[config.mk]
export PLATFORM = sky130hd
export DESIGN_NAME = uart_mem_bridge
export DESIGN_NICKNAME = d
export VERILOG_FILES = /design/src/rtl/uart_mem_bridge.sv
export SDC_FILE = /design/constraint.sdc
export NUM_CORES = 1
export LEC_CHECK = 0
export BUFFER_PORTS_ARGS = -buffer_cell sky130_fd_sc_hd__clkbuf_2
export CORE_MARGIN = 4
export CORE_UTILIZATION = 55
export CTS_CLUSTER_DIAMETER = 200
export DETAILED_ROUTE_END_ITERATION = 12
export PLACE_DENSITY = 0.85
export SETUP_SLACK_MARGIN = 0.15
export SLEW_MARGIN = 20
export SYNTH_ARGS = -nofsm -noshare
export SYNTH_HDL_FRONTEND = slang
export SYNTH_SLANG_ARGS = --single-unit
[constraint.sdc]
create_clock -name clk -period 7.13 [get_ports clk]
set_input_delay 1.0695 -clock clk [delete_from_list [all_inputs] [get_ports clk]]
set_output_delay 1.0695 -clock clk [all_outputs]
set_load 0.01 [all_outputs]
[src/rtl/uart_mem_bridge.sv]
// Debug bridge: parses ping / burst-write / burst-read commands from a UART byte
// stream, owns the memory override bus during a transaction and streams replies back.
module uart_mem_bridge #(
    parameter int ADDR_W      = 16,
    parameter int DATA_W      = 16,
    parameter int MEM_LAT     = 1,
    parameter int TIMEOUT_CYC = 1_000_000
) (
    input  logic              clk,
    input  logic              rst,
    input  logic [7:0]        rx_data,
    input  logic              rx_valid,
    output logic [7:0]        tx_data,
    output logic              tx_valid,
    input  logic              tx_ready,
    output logic              mem_override,
    output logic              mem_rnw,
    output logic [ADDR_W-1:0] mem_addr,
    output logic [DATA_W-1:0] mem_wdata,
    input  logic [DATA_W-1:0] mem_rdata,
    output logic              busy,
    output logic              err
);
    localparam int ADDR_BYTES = (ADDR_W + 7) / 8;
    localparam int DATA_BYTES = (DATA_W + 7) / 8;
    localparam int AW8        = ADDR_BYTES * 8;
    localparam int DW8        = DATA_BYTES * 8;
    localparam int TW         = $clog2(TIMEOUT_CYC + 1);
    localparam int LW         = $clog2(MEM_LAT + 1);

    localparam logic [7:0]    ADDR_LAST = 8'(ADDR_BYTES - 1);
    localparam logic [7:0]    DATA_LAST = 8'(DATA_BYTES - 1);
    localparam logic [TW-1:0] TOUT_LAST = TW'(TIMEOUT_CYC - 1);
    localparam logic [LW-1:0] LAT_LAST  = LW'(MEM_LAT);
    localparam logic [7:0]    ACK   = 8'h06;
    localparam logic [7:0]    NAK   = 8'h15;
    localparam logic [7:0]    CMD_P = 8'h50;
    localparam logic [7:0]    CMD_W = 8'h57;
    localparam logic [7:0]    CMD_R = 8'h52;

    typedef enum logic [3:0] {
        S_IDLE, S_GET_CNT, S_GET_ADDR, S_GET_DATA, S_WRITE,
        S_RD_REQ, S_RD_WAIT, S_SEND, S_REPLY
    } state_t;

    state_t            r_state;
    state_t            w_next;
    logic              w_err;
    logic              w_tout;
    logic              w_tx_hs;
    logic              w_rx_state;
    logic              w_cmd_rw;
    logic              w_override;
    logic [AW8-1:0]    w_addr_full;
    logic [DW8-1:0]    w_wdata_full;
    logic [DW8-1:0]    w_rdata_ext;
    logic [AW8-1:0]    r_addr_sh;
    logic [DW8-1:0]    r_wdata_sh;
    logic [DW8-1:0]    r_rdata;
    logic [7:0]        r_cnt;
    logic [7:0]        r_bcnt;
    logic [7:0]        r_tx_data;
    logic [TW-1:0]     r_tout;
    logic [LW-1:0]     r_lat;
    logic [ADDR_W-1:0] r_mem_addr;
    logic              r_is_wr;
    logic              r_tx_valid;
    logic              r_err;
    logic              r_override;
    logic              r_rnw;
    logic              r_busy;

    assign w_tx_hs      = r_tx_valid & tx_ready;
    assign w_tout       = (r_tout == TOUT_LAST);
    assign w_rx_state   = (r_state == S_GET_CNT) || (r_state == S_GET_ADDR) || (r_state == S_GET_DATA);
    assign w_cmd_rw     = (rx_data == CMD_W) || (rx_data == CMD_R);
    assign w_addr_full  = (r_addr_sh << 8) | AW8'(rx_data);
    assign w_wdata_full = (r_wdata_sh << 8) | DW8'(rx_data);
    assign w_rdata_ext  = DW8'(mem_rdata);
    assign w_override   = (w_next inside {S_GET_ADDR, S_GET_DATA, S_WRITE, S_RD_REQ, S_RD_WAIT, S_SEND});

    assign tx_data      = r_tx_data;
    assign tx_valid     = r_tx_valid;
    assign mem_override = r_override;
    assign mem_rnw      = r_rnw;
    assign mem_addr     = r_mem_addr;
    assign mem_wdata    = r_wdata_sh[DATA_W-1:0];
    assign busy         = r_busy;
    assign err          = r_err;

    // Next-state decode and error pulse request
    always_comb begin
        w_next = r_state;
        w_err  = 1'b0;
        case (r_state)
            S_IDLE: begin
                if (!rx_valid) begin
                    w_next = S_IDLE;
                end else if (w_cmd_rw) begin
                    w_next = S_GET_CNT;
                end else begin
                    w_next = S_REPLY;
                    w_err  = (rx_data != CMD_P);
                end
            end
            S_GET_CNT, S_GET_ADDR, S_GET_DATA: begin
                if (rx_valid) begin
                    case (r_state)
                        S_GET_CNT:  w_next = S_GET_ADDR;
                        S_GET_ADDR: w_next = (r_bcnt != ADDR_LAST) ? S_GET_ADDR :
                                             (r_is_wr ? S_GET_DATA : S_RD_REQ);
                        default:    w_next = (r_bcnt == DATA_LAST) ? S_WRITE : S_GET_DATA;
                    endcase
                end else if (w_tout) begin
                    w_next = S_IDLE;
                    w_err  = 1'b1;
                end else begin
                    w_next = r_state;
                end
            end
            S_WRITE: begin
                w_next = (r_cnt == 8'd0) ? S_REPLY : S_GET_DATA;
                w_err  = rx_valid;
            end
            S_RD_REQ: begin
                w_next = S_RD_WAIT;
                w_err  = rx_valid;
            end
            S_RD_WAIT: begin
                w_next = (r_lat == LAT_LAST) ? S_SEND : S_RD_WAIT;
                w_err  = rx_valid;
            end
            S_SEND: begin
                if (w_tx_hs && (r_bcnt == DATA_LAST)) begin
                    w_next = (r_cnt == 8'd0) ? S_IDLE : S_RD_REQ;
                end else begin
                    w_next = S_SEND;
                end
                w_err = rx_valid;
            end
            S_REPLY: begin
                w_next = w_tx_hs ? S_IDLE : S_REPLY;
                w_err  = rx_valid;
            end
            default: begin
                w_next = S_IDLE;
                w_err  = 1'b0;
            end
        endcase
    end

    // State register
    always_ff @(posedge clk or posedge rst) begin
        if (rst) begin
            r_state <= S_IDLE;
        end else begin
            r_state <= w_next;
        end
    end

    // Datapath, byte counters and registered bus/handshake outputs
    always_ff @(posedge clk or posedge rst) begin
        if (rst) begin
            r_addr_sh  <= '0;
            r_wdata_sh <= '0;
            r_rdata    <= '0;
            r_cnt      <= 8'd0;
            r_bcnt     <= 8'd0;
            r_tx_data  <= 8'd0;
            r_tout     <= '0;
            r_lat      <= '0;
            r_mem_addr <= '0;
            r_is_wr    <= 1'b0;
            r_tx_valid <= 1'b0;
            r_err      <= 1'b0;
            r_override <= 1'b0;
            r_rnw      <= 1'b1;
            r_busy     <= 1'b0;
        end else begin
            r_err      <= w_err;
            r_override <= w_override;
            r_rnw      <= (w_next != S_WRITE);
            r_busy     <= (w_next != S_IDLE);
            // Idle timer runs only while waiting for command bytes
            if (w_rx_state && !rx_valid) begin
                r_tout <= r_tout + TW'(1);
            end else begin
                r_tout <= '0;
            end
            case (r_state)
                S_IDLE: begin
                    if (rx_valid) begin
                        r_is_wr <= (rx_data == CMD_W);
                        r_bcnt  <= 8'd0;
                        if (!w_cmd_rw) begin
                            r_tx_valid <= 1'b1;
                            r_tx_data  <= (rx_data == CMD_P) ? ACK : NAK;
                        end
                    end
                end
                S_GET_CNT: begin
                    if (rx_valid) begin
                        r_cnt <= rx_data;
                    end
                end
                S_GET_ADDR: begin
                    if (rx_valid) begin
                        r_addr_sh <= w_addr_full;
                        if (r_bcnt == ADDR_LAST) begin
                            r_bcnt     <= 8'd0;
                            r_mem_addr <= w_addr_full[ADDR_W-1:0];
                        end else begin
                            r_bcnt <= r_bcnt + 8'd1;
                        end
                    end
                end
                S_GET_DATA: begin
                    if (rx_valid) begin
                        r_wdata_sh <= w_wdata_full;
                        r_bcnt     <= (r_bcnt == DATA_LAST) ? 8'd0 : r_bcnt + 8'd1;
                    end
                end
                S_WRITE: begin
                    r_mem_addr <= r_mem_addr + ADDR_W'(1);
                    if (r_cnt == 8'd0) begin
                        r_tx_valid <= 1'b1;
                        r_tx_data  <= ACK;
                    end else begin
                        r_cnt <= r_cnt - 8'd1;
                    end
                end
                S_RD_REQ: begin
                    r_lat <= LW'(1);
                end
                S_RD_WAIT: begin
                    if (r_lat == LAT_LAST) begin
                        r_rdata    <= w_rdata_ext << 8;
                        r_tx_data  <= w_rdata_ext[DW8-1 -: 8];
                        r_tx_valid <= 1'b1;
                        r_bcnt     <= 8'd0;
                    end else begin
                        r_lat <= r_lat + LW'(1);
                    end
                end
                S_SEND: begin
                    if (w_tx_hs) begin
                        if (r_bcnt == DATA_LAST) begin
                            r_tx_valid <= 1'b0;
                            r_mem_addr <= r_mem_addr + ADDR_W'(1);
                            if (r_cnt != 8'd0) begin
                                r_cnt <= r_cnt - 8'd1;
                            end
                        end else begin
                            r_tx_data <= r_rdata[DW8-1 -: 8];
                            r_rdata   <= r_rdata << 8;
                            r_bcnt    <= r_bcnt + 8'd1;
                        end
                    end
                end
                S_REPLY: begin
                    if (w_tx_hs) begin
                        r_tx_valid <= 1'b0;
                    end
                end
                default: begin
                    r_tx_valid <= 1'b0;
                end
            endcase
        end
    end
endmodule

==> After elaboration in Yosys (flattened, before gate mapping) <==
Index checks and enable logic that the tools add are counted.
{ "word_totals": {"wordCells": 151, "out_inout_bits": 45, "ff_bits": 111, "inputBits": 28} }
{ "classes": {"muxes": 60, "n_reduce_logical": 30, "bitwise_logic": 4, "n_eq_ne": 36, "add_sub_neg": 5} }
{ "ops": {"columns": ["op", "count"], "rows": [
  ["8-bit 2-to-1 mux", 17],
  ["16-bit 2-to-1 mux", 7],
  ["8-bit one-hot mux with 4 select lines", 2],
  ["16-bit one-hot mux with 3 select lines", 1],
  ["4-bit by 3-bit equality test with 1-bit output, second input constant", 8],
  ["16-bit by 8-bit OR with 16-bit output", 2],
  ["16-bit one-hot mux with 2 select lines", 1],
  ["4-bit one-hot mux with 7 select lines", 1],
  ["8-bit by 7-bit equality test with 1-bit output, second input constant", 3],
  ["4-bit 2-to-1 mux", 6],
  ["2-bit inequality test, second input constant", 12],
  ["8-bit one-hot mux with 3 select lines", 1],
  ["20-bit by 1-bit adder with 20-bit output, second input constant", 1],
  ["20-bit equality test, second input constant", 1],
  ["20-bit 2-to-1 mux", 1],
  ["16-bit by 1-bit adder with 16-bit output, second input constant", 1],
  ["4-bit by 2-bit equality test with 1-bit output, second input constant", 4],
  ["3-bit 2-to-1 mux", 5],
  ["1-bit 2-to-1 mux", 13],
  ["6-bit AND reduction", 2],
  ["4-bit nonzero test", 3],
  ["8-bit by 1-bit adder with 8-bit output, second input constant", 1],
  ["8-bit by 1-bit equality test with 1-bit output, second input constant", 1],
  ["8-bit logical NOT", 1],
  ["32 further kinds", 40]
]} }

==> Depth between registers and ports, before layout <==
Gate-level depths: netlist of the first run.
{ "logic_depth": {"depth_word": 7, "ltp_mapped": 9, "mapped_depth_nobuf": 7} }

==> Least setup slack after synthesis of the first run <==
Ideal clock, no wire load.
{ "synth_timing": {"kind": "input to register", "startpoint": "in rx_valid", "endpoint": "reg r_mem_addr[2] (netlist: mem_addr[2])", "stages": 7, "n_path_buf": 2, "setup_slack_ns": 4.441, "t_required_ns": 6.994, "arrival_time_ns": 2.553, "setup_ns": 0.136, "cell_sequence": "buf_2 nor3b_1 nand4_1 a21o_1 clkbuf_1 o21ai_0 o21ai_0"} }
{ "synth_via": {"elab_chain_cells": 2} }
{ "synth_lines": {"columns": ["item", "line_no", "text"], "rows": [
  ["from (decl)", "12", "input logic rx_valid,"],
  ["2-bit inequality test (no line)", null, null],
  ["5-bit AND reduction (no line)", null, null],
  ["to (signal assigned)", "211", "r_mem_addr <= w_addr_full[ADDR_W-1:0];"],
  ["to (signal assigned)", "224", "r_mem_addr <= r_mem_addr + ADDR_W'(1);"],
  ["to (signal assigned)", "249", "r_mem_addr <= r_mem_addr + ADDR_W'(1);"],
  ["to (decl)", "65", "logic [ADDR_W-1:0] r_mem_addr;"]
]} }
Every way passes these cells.
A chain may end at the register's enable or synchronous reset.

==> Worst setup path in the final report of the first run <==
{ "layout_timing": {"startpoint": "reg r_state[2]", "endpoint": "reg r_mem_addr[9] (netlist: mem_addr[9])"} }
{ "layout_via": {"elab_chain_cells": 3, "elab_cells_between_ends": 10, "classes_between": "7 x eq/ne; 1 x mux; 2 x reduce/logical"} }
{ "layout_lines": {"columns": ["item", "line_no", "text"], "rows": [
  ["from (decl)", "46", "state_t r_state;"],
  ["from (signal assigned)", "157", "r_state <= w_next;"],
  ["4-bit by 2-bit equality test with 1-bit output / 4-bit by 3-bit equality test with 1-bit output (equally long branches)", "190", "case (r_state)"],
  ["2-bit by 1-bit inequality test with 1-bit output (no line), or another cell as far along", null, null],
  ["5-bit AND reduction (no line)", null, null]
]} }
Several ways; a longest one is shown, not always the timed one.

==> results of run 1 <==
## layout make-up
cell class,count,area (um2),area share [%]
Timing Repair Buffer,75,383,6.21
Sequential cell,103,2580,41.8
Clock buffer,12,165,2.68
Inverter,15,58.8,0.953
Multi-Input combinational cell,412,2720,44.1
Tap cell,133,166,2.70
Clock inverter,4,98.8,1.60
## worst max-delay path by stage
stage	startpoint	endpoint	slack, ps	depth (start not counted)
6_report	r_state[2]$_DFF_PP0_	mem_addr[9]$_DFFE_PP0P_	4040	6
3_3_place_gp	rx_valid	mem_addr[3]$_DFFE_PP0P_	3890	6
2_1_floorplan	rst	busy$_DFF_PP0_	3360	1
4_1_cts	r_state[2]$_DFF_PP0_	mem_addr[3]$_DFFE_PP0P_	4140	6
3_5_place_dp	rx_valid	mem_addr[9]$_DFFE_PP0P_	3760	6
5_1_grt	r_state[2]$_DFF_PP0_	mem_addr[3]$_DFFE_PP0P_	3870	6
## cell families after synthesis
group,synth area share [%]
AOI/OAI and AO/OA,16.9
xor gates and xnor gates,2.72
adders and majority gates,1.14
buffers and inverters,3.23
DFF,47.2
muxes,7.34
and+or+nand+nor,21.5
## through the flow
| step | util, % | power [mW] | worst slack (ps) | cells |
|---|---|---|---|---|
| floorplan | - | 0.731 | 3360 | 557 |
| global route | 63.4 | 1.29 | 3870 | 754 |
| global placement | 60.7 | 0.773 | 3890 | 738 |
| detailed placement | 60.7 | 0.778 | 3760 | 738 |
| finish | 63.4 | 1.23 | 4040 | 754 |
| CTS | 63.4 | 1.24 | 4140 | 754 |
## state kept, by name, indices dropped and copies added (netlist names), 4 cells and up
register / flops
r_addr_sh: 8
r_cnt: 8
r_state: 4
tx_data: 8
r_rdata: 8
r_tout: 20
mem_addr: 16
mem_wdata: 16
r_bcnt: 8
## worst max-delay path: stages (launching register included)
cell,delay [ps]
sky130_fd_sc_hd__dfrtp_1,700
sky130_fd_sc_hd__nand2b_1,410
sky130_fd_sc_hd__or3_1,470
sky130_fd_sc_hd__buf_4,260
sky130_fd_sc_hd__a21oi_2,660
sky130_fd_sc_hd__o21ai_0,210
sky130_fd_sc_hd__a22o_1,270
## per-layer routing
metal | GRT usage, % | part of all wire (%)
met2 | 36.5 | 48
met1 | 30.5 | 43
met4 | 9.65 | 2.7
met3 | 4.38 | 6.2
met5 | 0 | 0
## power by group
group / internal [mW] / switching, mW / total, mW
clock: 0.263 / 0.203 / 0.466
combinational: 0.0598 / 0.0899 / 0.150
sequential: 0.598 / 0.0196 / 0.618
## cell usage in the layout (no fill, tap or decap), types with 11 or more instances in the layout
master	count
sky130_fd_sc_hd__a21oi_1	28
sky130_fd_sc_hd__nand2_1	54
sky130_fd_sc_hd__nor2_1	41
sky130_fd_sc_hd__clkbuf_2	72
sky130_fd_sc_hd__and3_1	15
sky130_fd_sc_hd__nand3_1	23
sky130_fd_sc_hd__mux2_2	33
sky130_fd_sc_hd__nand4_1	14
sky130_fd_sc_hd__dfrtp_1	102
sky130_fd_sc_hd__inv_1	14
sky130_fd_sc_hd__nor3_1	18
sky130_fd_sc_hd__clkbuf_8	12
sky130_fd_sc_hd__o21ai_0	34
sky130_fd_sc_hd__xor2_1	11
==> results.py, run 1 <==
metrics = {
    "run_status": {
        "outcome": "complete, no violations",
    },
    "layout": {
        "layout.cell_area.non_filler_mm2": 0.00617,
        "final_layout_size_suffix_gt1_share_pct": 23.3,
        "antenna_cells": 0,
        "layout.filler_cells": 807,
        "area_growth_pct": 12.8,
        "finalNetCount": 649,
    },
    "yosys": {
        "synth_edf_count": 0,
        "synth.cells.most_frequent": "sky130_fd_sc_hd__dfrtp_1, sky130_fd_sc_hd__nand2_1, sky130_fd_sc_hd__nor2_1",
        "postSynthCellCount": 557,
        "post_synth_main_area_contributors": "sky130_fd_sc_hd__dfrtp_1, sky130_fd_sc_hd__mux2_2, sky130_fd_sc_hd__nand2_1",
        "share_of_flip_flops_with_an_asynchronous_set_or_reset_after_synthesis_pct": 100,
        "synth.yosys.seq_area_share_pct": 47.2,
        "synth_top_area_share_pct": 46.7,
        "ys.warnings.count": 0,
        "synth_nets": 590,
        "average_size_of_a_mapped_cell_um2": 9.82,
        "synth_most_common_cell": "sky130_fd_sc_hd__dfrtp_1",
        "ys.flop_type": "sky130_fd_sc_hd__dfrtp_1",
        "seq_cells_post_synth": 103,
        "post_synth_instance_area_mm2": 0.00547,
        "yosys.cell_types.count": 71,
        "synth_top_cell_by_area": "sky130_fd_sc_hd__dfrtp_1",
    },
    "timing": {
        "timing.hold.ws_ps": 475,
        "fmaxAchievable_mhz": 324,
        "finalSetupTns_ps": 0,
        "rsz_0062_raised_after_global_routing": "no",
        "maxSlewHeadroom_pct": 31.4,
        "final_max_slew_viols": 0,
        "timing.final.crit_share_pct": 43.3,
        "timing.clock.skew_ps": 12.4,
        "worst_max_slew_pin_slew_ps": 1030,
        "setup_violations": 0,
        "report.final.hold_viol_count": 0,
        "post-route-min-period_ps": 3090,
    },
    "critical_path": {
        "worstReg2RegStart": "r_state[2]$_DFF_PP0_",
        "cp.arrival_ps": 3360,
        "critPathLaunchType": "register",
        "crit_type": "register to register",
        "timing.critical_path.fanout_max": 39,
        "timing.rr.end": "mem_addr[9]$_DFFE_PP0P_",
        "crit_required_ps": 7400,
        "r2r.worst_path.cells": 6,
        "endpoint_kind": "register",
        "regToRegSetupSlack_ps": 4040,
    },
    "cts": {
        "cts_made_buffers": 9,
        "numClockSinks": 103,
        "clock-root-buffer": "sky130_fd_sc_hd__clkbuf_8",
        "htreeDepth": 3,
        "holdBufCountCts": 0,
        "tritoncts": "yes",
        "cts_resized": 0,
        "longest_clk_path_bufs": 2,
        "cts_post_setup_buffers_inserted": 0,
        "clk_pin_slew_worst_paths_ps": 100,
        "clkLatencyLatePin_ps": 370,
    },
    "routing": {
        "route.vias.total": 4623,
        "drt_first_pass_iters": 6,
        "drt_iter0_drc": 449,
        "drt-wirelength-per-cell_um": 16.7,
        "routed_wl_mm": 12.6,
        "antenna_violating_nets_post_route": 0,
        "post_drt_via_cell_ratio": 6.13,
        "drc": 0,
    },
    "die": {
        "core.rowCount": 36,
        "placeableCoreArea_mm2": 0.00973,
        "die-width_um": 108,
        "die_area_mm2": 0.0116,
        "floorplan.die.height_um": 108,
        "initial_utilization_pct": 56.2,
        "io-pin-count": 73,
    },
    "worst_hold_path": {
        "worst_hold_path.num_cells": 1,
        "hold_end": "r_tout[0]$_DFF_PP0_",
        "min_from": "r_tout[0]$_DFF_PP0_",
        "hold_path_class": "register to register",
    },
    "place": {
        "place_congestion": 0.958,
        "placed_inst_area_mm2": 0.00591,
        "port_buffers": 72,
        "post_dp_hpwl_mm": 9.07,
    },
    "pwr": {
        "max-vdd-ir-drop_v": 0.000106,
        "static-leakage-power_nw": 2.85,
        "power-per-cell-area_mw_per_mm2": 200,
    },
    "grt": {
        "grtUsageTotal_pct": 22.8,
        "gr-total-overflow": 0,
        "grt_pass1_wl_mm": 21.2,
        "vias_in_the_first_global_route": 4378,
        "antenna_found_initial": 0,
        "maximum_number_of_pins_on_one_net_before_global_route_repair": 67,
    },
    "run": {
        "drv.max_cap_violation_count": 0,
    },
}
Power figures use the tool's default switching activity.
==> inputs of run 2 (changes only) <==
Settings changed: ABC_AREA from default to 1, CORE_UTILIZATION 55 to 53.
Clock period 7.13 ns to 2.78 ns, I/O delays scaled along.
==> results.py, run 2 <==
metrics = {
    "run_status": {
        "outcome": "complete, no violations",
    },
    "routing": {
        "drc": 0,
        "drt-wirelength-per-cell_um": 13.4,
        "drt_iter0_drc": 429,
        "drt_first_pass_iters": 5,
        "routed_wl_mm": 12.5,
        "antenna_violating_nets_post_route": 0,
        "route.vias.total": 4974,
        "post_drt_via_cell_ratio": 5.34,
    },
    "yosys": {
        "synth_most_common_cell": "sky130_fd_sc_hd__nand2_1",
        "share_of_flip_flops_with_an_asynchronous_set_or_reset_after_synthesis_pct": 100,
        "seq_cells_post_synth": 103,
        "synth.cells.most_frequent": "sky130_fd_sc_hd__nand2_1, sky130_fd_sc_hd__dfrtp_1, sky130_fd_sc_hd__nor2_1",
        "synth_edf_count": 0,
        "synth_nets": 752,
        "average_size_of_a_mapped_cell_um2": 7.82,
        "post_synth_main_area_contributors": "sky130_fd_sc_hd__dfrtp_1, sky130_fd_sc_hd__nand2_1, sky130_fd_sc_hd__o21ai_0",
        "post_synth_instance_area_mm2": 0.00562,
        "synth_top_area_share_pct": 45.4,
        "ys.warnings.count": 0,
        "yosys.cell_types.count": 42,
        "synth_top_cell_by_area": "sky130_fd_sc_hd__dfrtp_1",
        "synth.yosys.seq_area_share_pct": 45.9,
        "ys.flop_type": "sky130_fd_sc_hd__dfrtp_1",
        "postSynthCellCount": 719,
    },
    "critical_path": {
        "critPathLaunchType": "register",
        "critical_path_buf_inv_count": 2,
        "worstReg2RegStart": "r_state[3]$_DFF_PP0_",
        "crit_type": "register to register",
        "crit_required_ps": 3030,
        "r2r.worst_path.cells": 8,
        "cp_slowest_cell": "sky130_fd_sc_hd__inv_1",
        "critical_path.cell_chain": "inv_1 > nand2_4 > nor2_2 > nor2_4 > inv_1 > o21ai_0 > a21oi_1 > o21ai_0",
        "path_delay_family": "buffers and inverters",
        "cp.arrival_ps": 2310,
        "regToRegSetupSlack_ps": 720,
        "max_stage_delay_ps": 520,
        "timing.critical_path.fanout_max": 24,
        "timing.rr.end": "mem_addr[10]$_DFFE_PP0P_",
        "endpoint_kind": "register",
    },
    "layout": {
        "layout.cells.most_common": "sky130_fd_sc_hd__nand2_1",
        "final_layout_size_suffix_gt1_share_pct": 17.7,
        "antenna_cells": 0,
        "largest_reg_flops": 20,
        "final_cell_mix": "sky130_fd_sc_hd__nand2_1, sky130_fd_sc_hd__dfrtp_1, sky130_fd_sc_hd__nor2_1",
        "final_core_util_pct": 60.9,
        "area_growth_pct": 11.8,
        "finalNetCount": 823,
        "top_register": "r_tout",
    },
    "place": {
        "dp_slack_ps": 753,
        "port_buffers": 72,
        "post_dp_hpwl_mm": 9.29,
        "place_congestion": 0.914,
    },
    "die": {
        "placeableCoreArea_mm2": 0.0103,
        "die_area_mm2": 0.0123,
        "initial_utilization_pct": 54.5,
        "floorplan.die.height_um": 111,
        "die-width_um": 111,
        "core.rowCount": 37,
        "io-pin-count": 73,
    },
    "cts": {
        "htreeDepth": 3,
        "longest_clk_path_bufs": 2,
        "holdBufCountCts": 0,
        "cts_made_buffers": 9,
        "tritoncts": "yes",
        "clk_pin_slew_worst_paths_ps": 120,
        "cts_resized": 0,
        "numClockSinks": 103,
        "clkLatencyLatePin_ps": 370,
        "cts_post_setup_buffers_inserted": 0,
        "clock-root-buffer": "sky130_fd_sc_hd__clkbuf_8",
    },
    "grt": {
        "antenna_found_initial": 0,
        "maximum_number_of_pins_on_one_net_before_global_route_repair": 44,
        "vias_in_the_first_global_route": 4579,
        "grtUsageTotal_pct": 20.1,
        "gr-total-overflow": 0,
        "grt_pass1_wl_mm": 21.0,
    },
    "pwr": {
        "power-per-cell-area_mw_per_mm2": 484,
        "static-leakage-power_nw": 3.07,
        "max-vdd-ir-drop_v": 0.000360,
    },
    "timing": {
        "rsz_0062_raised_after_global_routing": "no",
        "finalSetupTns_ps": 0,
        "post-route-worst-setup-slack_ps": 725,
        "final_max_slew_viols": 0,
        "fmaxAchievable_mhz": 487,
        "worst_max_slew_pin_slew_ps": 726,
        "post-route-min-period_ps": 2060,
        "timing.final.crit_share_pct": 73.9,
        "maxSlewHeadroom_pct": 51.5,
        "setup_violations": 0,
        "report.final.hold_viol_count": 0,
        "timing.clock.skew_ps": 24.3,
    },
    "worst_hold_path": {
        "hold_path_class": "input port to asynchronous set/reset pin",
    },
    "run": {
        "drv.max_cap_violation_count": 0,
    },
}
-- run 2: cell types whose count changed in the layout (fill, tap and decap cells not counted), sizes merged, moves of 8 or more --
cell / before / now
nand3: 24 / 43
a22o: 10 / 0
mux2: 33 / 8
inv: 16 / 91
nor2: 41 / 90
and3: 15 / 4
nand2: 54 / 181
o21ai: 34 / 81
xor2: 11 / 19
-- run 2: how the worst max path moves through the flow --
stage | start | slack (ps) | cells past startpoint | end
after floorplan | r_cnt[0]$_DFFE_PP0P_ | 1070 | 10 | tx_data[2]$_DFFE_PP0P_
after global placement | r_cnt[0]$_DFFE_PP0P_ | 800 | 9 | tx_data[7]$_DFFE_PP0P_
after detailed placement | r_state[3]$_DFF_PP0_ | 750 | 10 | r_bcnt[3]$_DFFE_PP0P_
after CTS | r_cnt[0]$_DFFE_PP0P_ | 740 | 9 | tx_data[4]$_DFFE_PP0P_
after global routing | r_cnt[0]$_DFFE_PP0P_ | 500 | 9 | tx_data[4]$_DFFE_PP0P_
final | r_state[3]$_DFF_PP0_ | 720 | 8 | mem_addr[10]$_DFFE_PP0P_
-- run 2: cell families (layout without fill, tap and decap cells) --
| group | count (synthesis) | count (layout) | synth area share (%) |
|---|---|---|---|
| simple gates | 353 | 353 | 27.8 |
| buf+inv | 107 | 183 | 8.21 |
| fa+ha+maj | 5 | 5 | 1.11 |
| flops | 103 | 103 | 45.9 |
| mux | 8 | 8 | 1.60 |
| xor+xnor | 21 | 21 | 3.27 |
| compound gates | 122 | 122 | 12.2 |
-- run 2: metal layers --
metal,GRT usage (%),wire length [um],vias to the layer above
li1,-,-,2467
met1,27.2,5650,2329
met5,0,0,-
met3,3.66,677,29
met2,33.3,5960,149
met4,5.58,206,0
-- run 2: worst register-to-register path: stages, from the launching register on --
cell and delay (ps):
sky130_fd_sc_hd__dfrtp_1 450, sky130_fd_sc_hd__inv_1 140, sky130_fd_sc_hd__nand2_4 120, sky130_fd_sc_hd__nor2_2 250, sky130_fd_sc_hd__nor2_4 40, sky130_fd_sc_hd__inv_1 520
sky130_fd_sc_hd__o21ai_0 200, sky130_fd_sc_hd__a21oi_1 160, sky130_fd_sc_hd__o21ai_0 90
-- run 2: metrics by stage --
stage	hold WS (ps)	cell area, um2	total power [mW]	cells
final	130	6290	3.04	931
after global routing	189	6290	3.18	931
after CTS	147	6290	3.05	931
after detailed placement	449	6090	2.13	915
after global placement	446	6090	2.12	915
after floorplan	424	5630	2.00	719
-- run 2: power by group --
part	internal, mW	switching [mW]
Combinational	0.154	0.327
Sequential	1.57	0.0498
Clock	0.354	0.581
Total	2.08	0.957
-- run 2: cell type report --
cell class,instances,area (um2)
inverter,89,340
tap,136,170
clock inverter,7,72.6
multi-input combinational,509,2580
sequential,103,2580
clock buffer,9,124
fill,890,4040
timing repair buffer,78,418
==> inputs of run 3 (changes only) <==
Settings changed: CORE_UTILIZATION 53 to 55, PLACE_DENSITY 0.85 to 0.84.
Clock period 2.78 ns to 1.99 ns, I/O delays scaled along.
==> results.py, run 3 (synthesis gave the netlist of run 2 again) <==
metrics = {
    "grt": {
        "grt_pass1_wl_mm": 21.6,
        "antenna_found_initial": 0,
        "vias_in_the_first_global_route": 4739,
        "maximum_number_of_pins_on_one_net_before_global_route_repair": 31,
        "grtUsageTotal_pct": 23.0,
        "gr-total-overflow": 0,
    },
    "timing": {
        "timing.hold.ws_ps": 136,
        "report.final.hold_viol_count": 0,
        "post-route-worst-setup-slack_ps": 244,
        "timing.final.crit_share_pct": 87.8,
        "worst_max_slew_pin_slew_ps": 692,
        "setup_violations": 0,
        "timing.clock.skew_ps": 18.4,
        "maxSlewHeadroom_pct": 53.4,
        "finalSetupTns_ps": 0,
        "final_max_slew_viols": 0,
        "fmaxAchievable_mhz": 573,
        "post-route-min-period_ps": 1750,
        "rsz_0062_raised_after_global_routing": "yes",
    },
    "cts": {
        "cts_made_buffers": 9,
        "longest_clk_path_bufs": 2,
        "clk_pin_slew_worst_paths_ps": 110,
        "clkLatencyLatePin_ps": 400,
        "clock-root-buffer": "sky130_fd_sc_hd__clkbuf_8",
        "numClockSinks": 103,
        "tritoncts": "yes",
        "htreeDepth": 3,
    },
    "routing": {
        "routed_wl_mm": 13.3,
        "drt-wirelength-per-cell_um": 14.0,
        "drt_first_pass_iters": 5,
        "drc": 0,
        "drt_iter0_drc": 446,
        "antenna_violating_nets_post_route": 0,
        "route.vias.total": 5117,
        "post_drt_via_cell_ratio": 5.40,
    },
    "pwr": {
        "power-per-cell-area_mw_per_mm2": 681,
        "max-vdd-ir-drop_v": 0.000633,
        "static-leakage-power_nw": 3.18,
        "fin_total_pwr_mw": 4.54,
    },
    "place": {
        "post_dp_hpwl_mm": 9.69,
        "dpl.cell_count": 922,
        "dp_slack_ps": -19.7,
        "place_congestion": 1.01,
        "port_buffers": 72,
    },
    "critical_path": {
        "critPathLaunchType": "register",
        "crit_required_ps": 2300,
        "endpoint_kind": "register",
        "cp.arrival_ps": 2060,
        "timing.critical_path.fanout_max": 8,
        "crit_type": "register to register",
    },
    "layout": {
        "antenna_cells": 0,
        "final_layout_size_suffix_gt1_share_pct": 23.2,
        "layoutNonFillerInstCount": 947,
        "area_growth_pct": 18.4,
        "finalNetCount": 842,
        "largest_reg_flops": 20,
        "final_cell_mix": "sky130_fd_sc_hd__nand2_1, sky130_fd_sc_hd__dfrtp_1, sky130_fd_sc_hd__clkbuf_2",
        "layout.filler_cells": 762,
        "layout.cells.most_common": "sky130_fd_sc_hd__nand2_1",
        "top_register": "r_tout",
    },
    "die": {
        "io-pin-count": 73,
        "core.rowCount": 36,
        "die-width_um": 109,
        "floorplan.die.height_um": 109,
        "die_area_mm2": 0.0119,
        "initial_utilization_pct": 57.0,
        "placeableCoreArea_mm2": 0.00986,
    },
    "worst_hold_path": {
        "hold_path_class": "input port to register",
    },
    "run_status": {
        "outcome": "complete, no violations",
    },
    "run": {
        "drv.max_cap_violation_count": 0,
    },
}
[run 3: changes by cell type in the layout (fill, tap and decap cells not counted), sizes merged]
cell | before | now
clkinvlp | 2 | 1
bufinv | 0 | 1
clkinv | 3 | 6
buf | 6 | 23
dlygate4sd3 | 0 | 1
inv | 91 | 88
nand3 | 43 | 44
[run 3: layout make-up]
cell class	instances	area [um2]	share of cell area (%)
multi-input combinational	510	2750	41.3
timing repair buffer	96	581	8.72
clock buffer	9	124	1.86
inverter	89	355	5.34
clock inverter	7	100	1.50
tap	133	166	2.50
sequential	103	2580	38.8
[run 3: power by group]
part	internal, mW	switching, mW
Combinational	0.288	0.533
Clock	0.622	0.818
Sequential	2.20	0.0746
Total	3.11	1.43
[run 3: critical path, stage by stage (launching register included)]
cell and delay, ps:
sky130_fd_sc_hd__dfrtp_2 450, sky130_fd_sc_hd__inv_2 90, sky130_fd_sc_hd__nand2_4 100, sky130_fd_sc_hd__nor2_4 200
sky130_fd_sc_hd__inv_2 70, sky130_fd_sc_hd__o21ai_2 50, sky130_fd_sc_hd__inv_1 90, sky130_fd_sc_hd__a21oi_4 210
sky130_fd_sc_hd__nand3_4 140, sky130_fd_sc_hd__o21ai_0 250
[run 3: repair_timing]
action / in CTS / in global routing
pin swaps: 1 / 12
setup endpoints to repair: 18 / 53
hold endpoints to repair: 23 / 0
gates resized for setup: 9 / 41
gates cloned: 1 / 0
setup buffers: 0 / 7
hold buffers: 1 / 0
[run 3: through the flow]
step,util [%],area (um2)
2_1_floorplan,-,5630
3_3_place_gp,62.7,6190
3_5_place_dp,62.7,6190
4_1_cts,65.5,6460
5_1_grt,67.5,6660
6_report,67.5,6660
[run 3: final timing paths]
kind	start	endpoint	slack [ps]	depth (start not counted)
max	r_state[3]$_DFF_PP0_	tx_data[4]$_DFFE_PP0P_	240	9
min	mem_rdata[5]	r_rdata[13]$_DFFE_PP0P_	140	3
max reg2reg	r_state[3]$_DFF_PP0_	tx_data[4]$_DFFE_PP0P_	240	9
min reg2reg	r_addr_sh[2]$_DFFE_PP0P_	r_addr_sh[2]$_DFFE_PP0P_	500	2
max in group asynchronous	rst	r_rdata[8]$_DFFE_PP0P_	900	4
min in group asynchronous	rst	r_tout[12]$_DFF_PP0_	520	3
[run 3: metal layers]
layer	routed length [um]	global-route usage (%)
met1	5620	29.7
met2	6730	37.7
met3	676	5.62
met4	254	8.39
met5	0	0
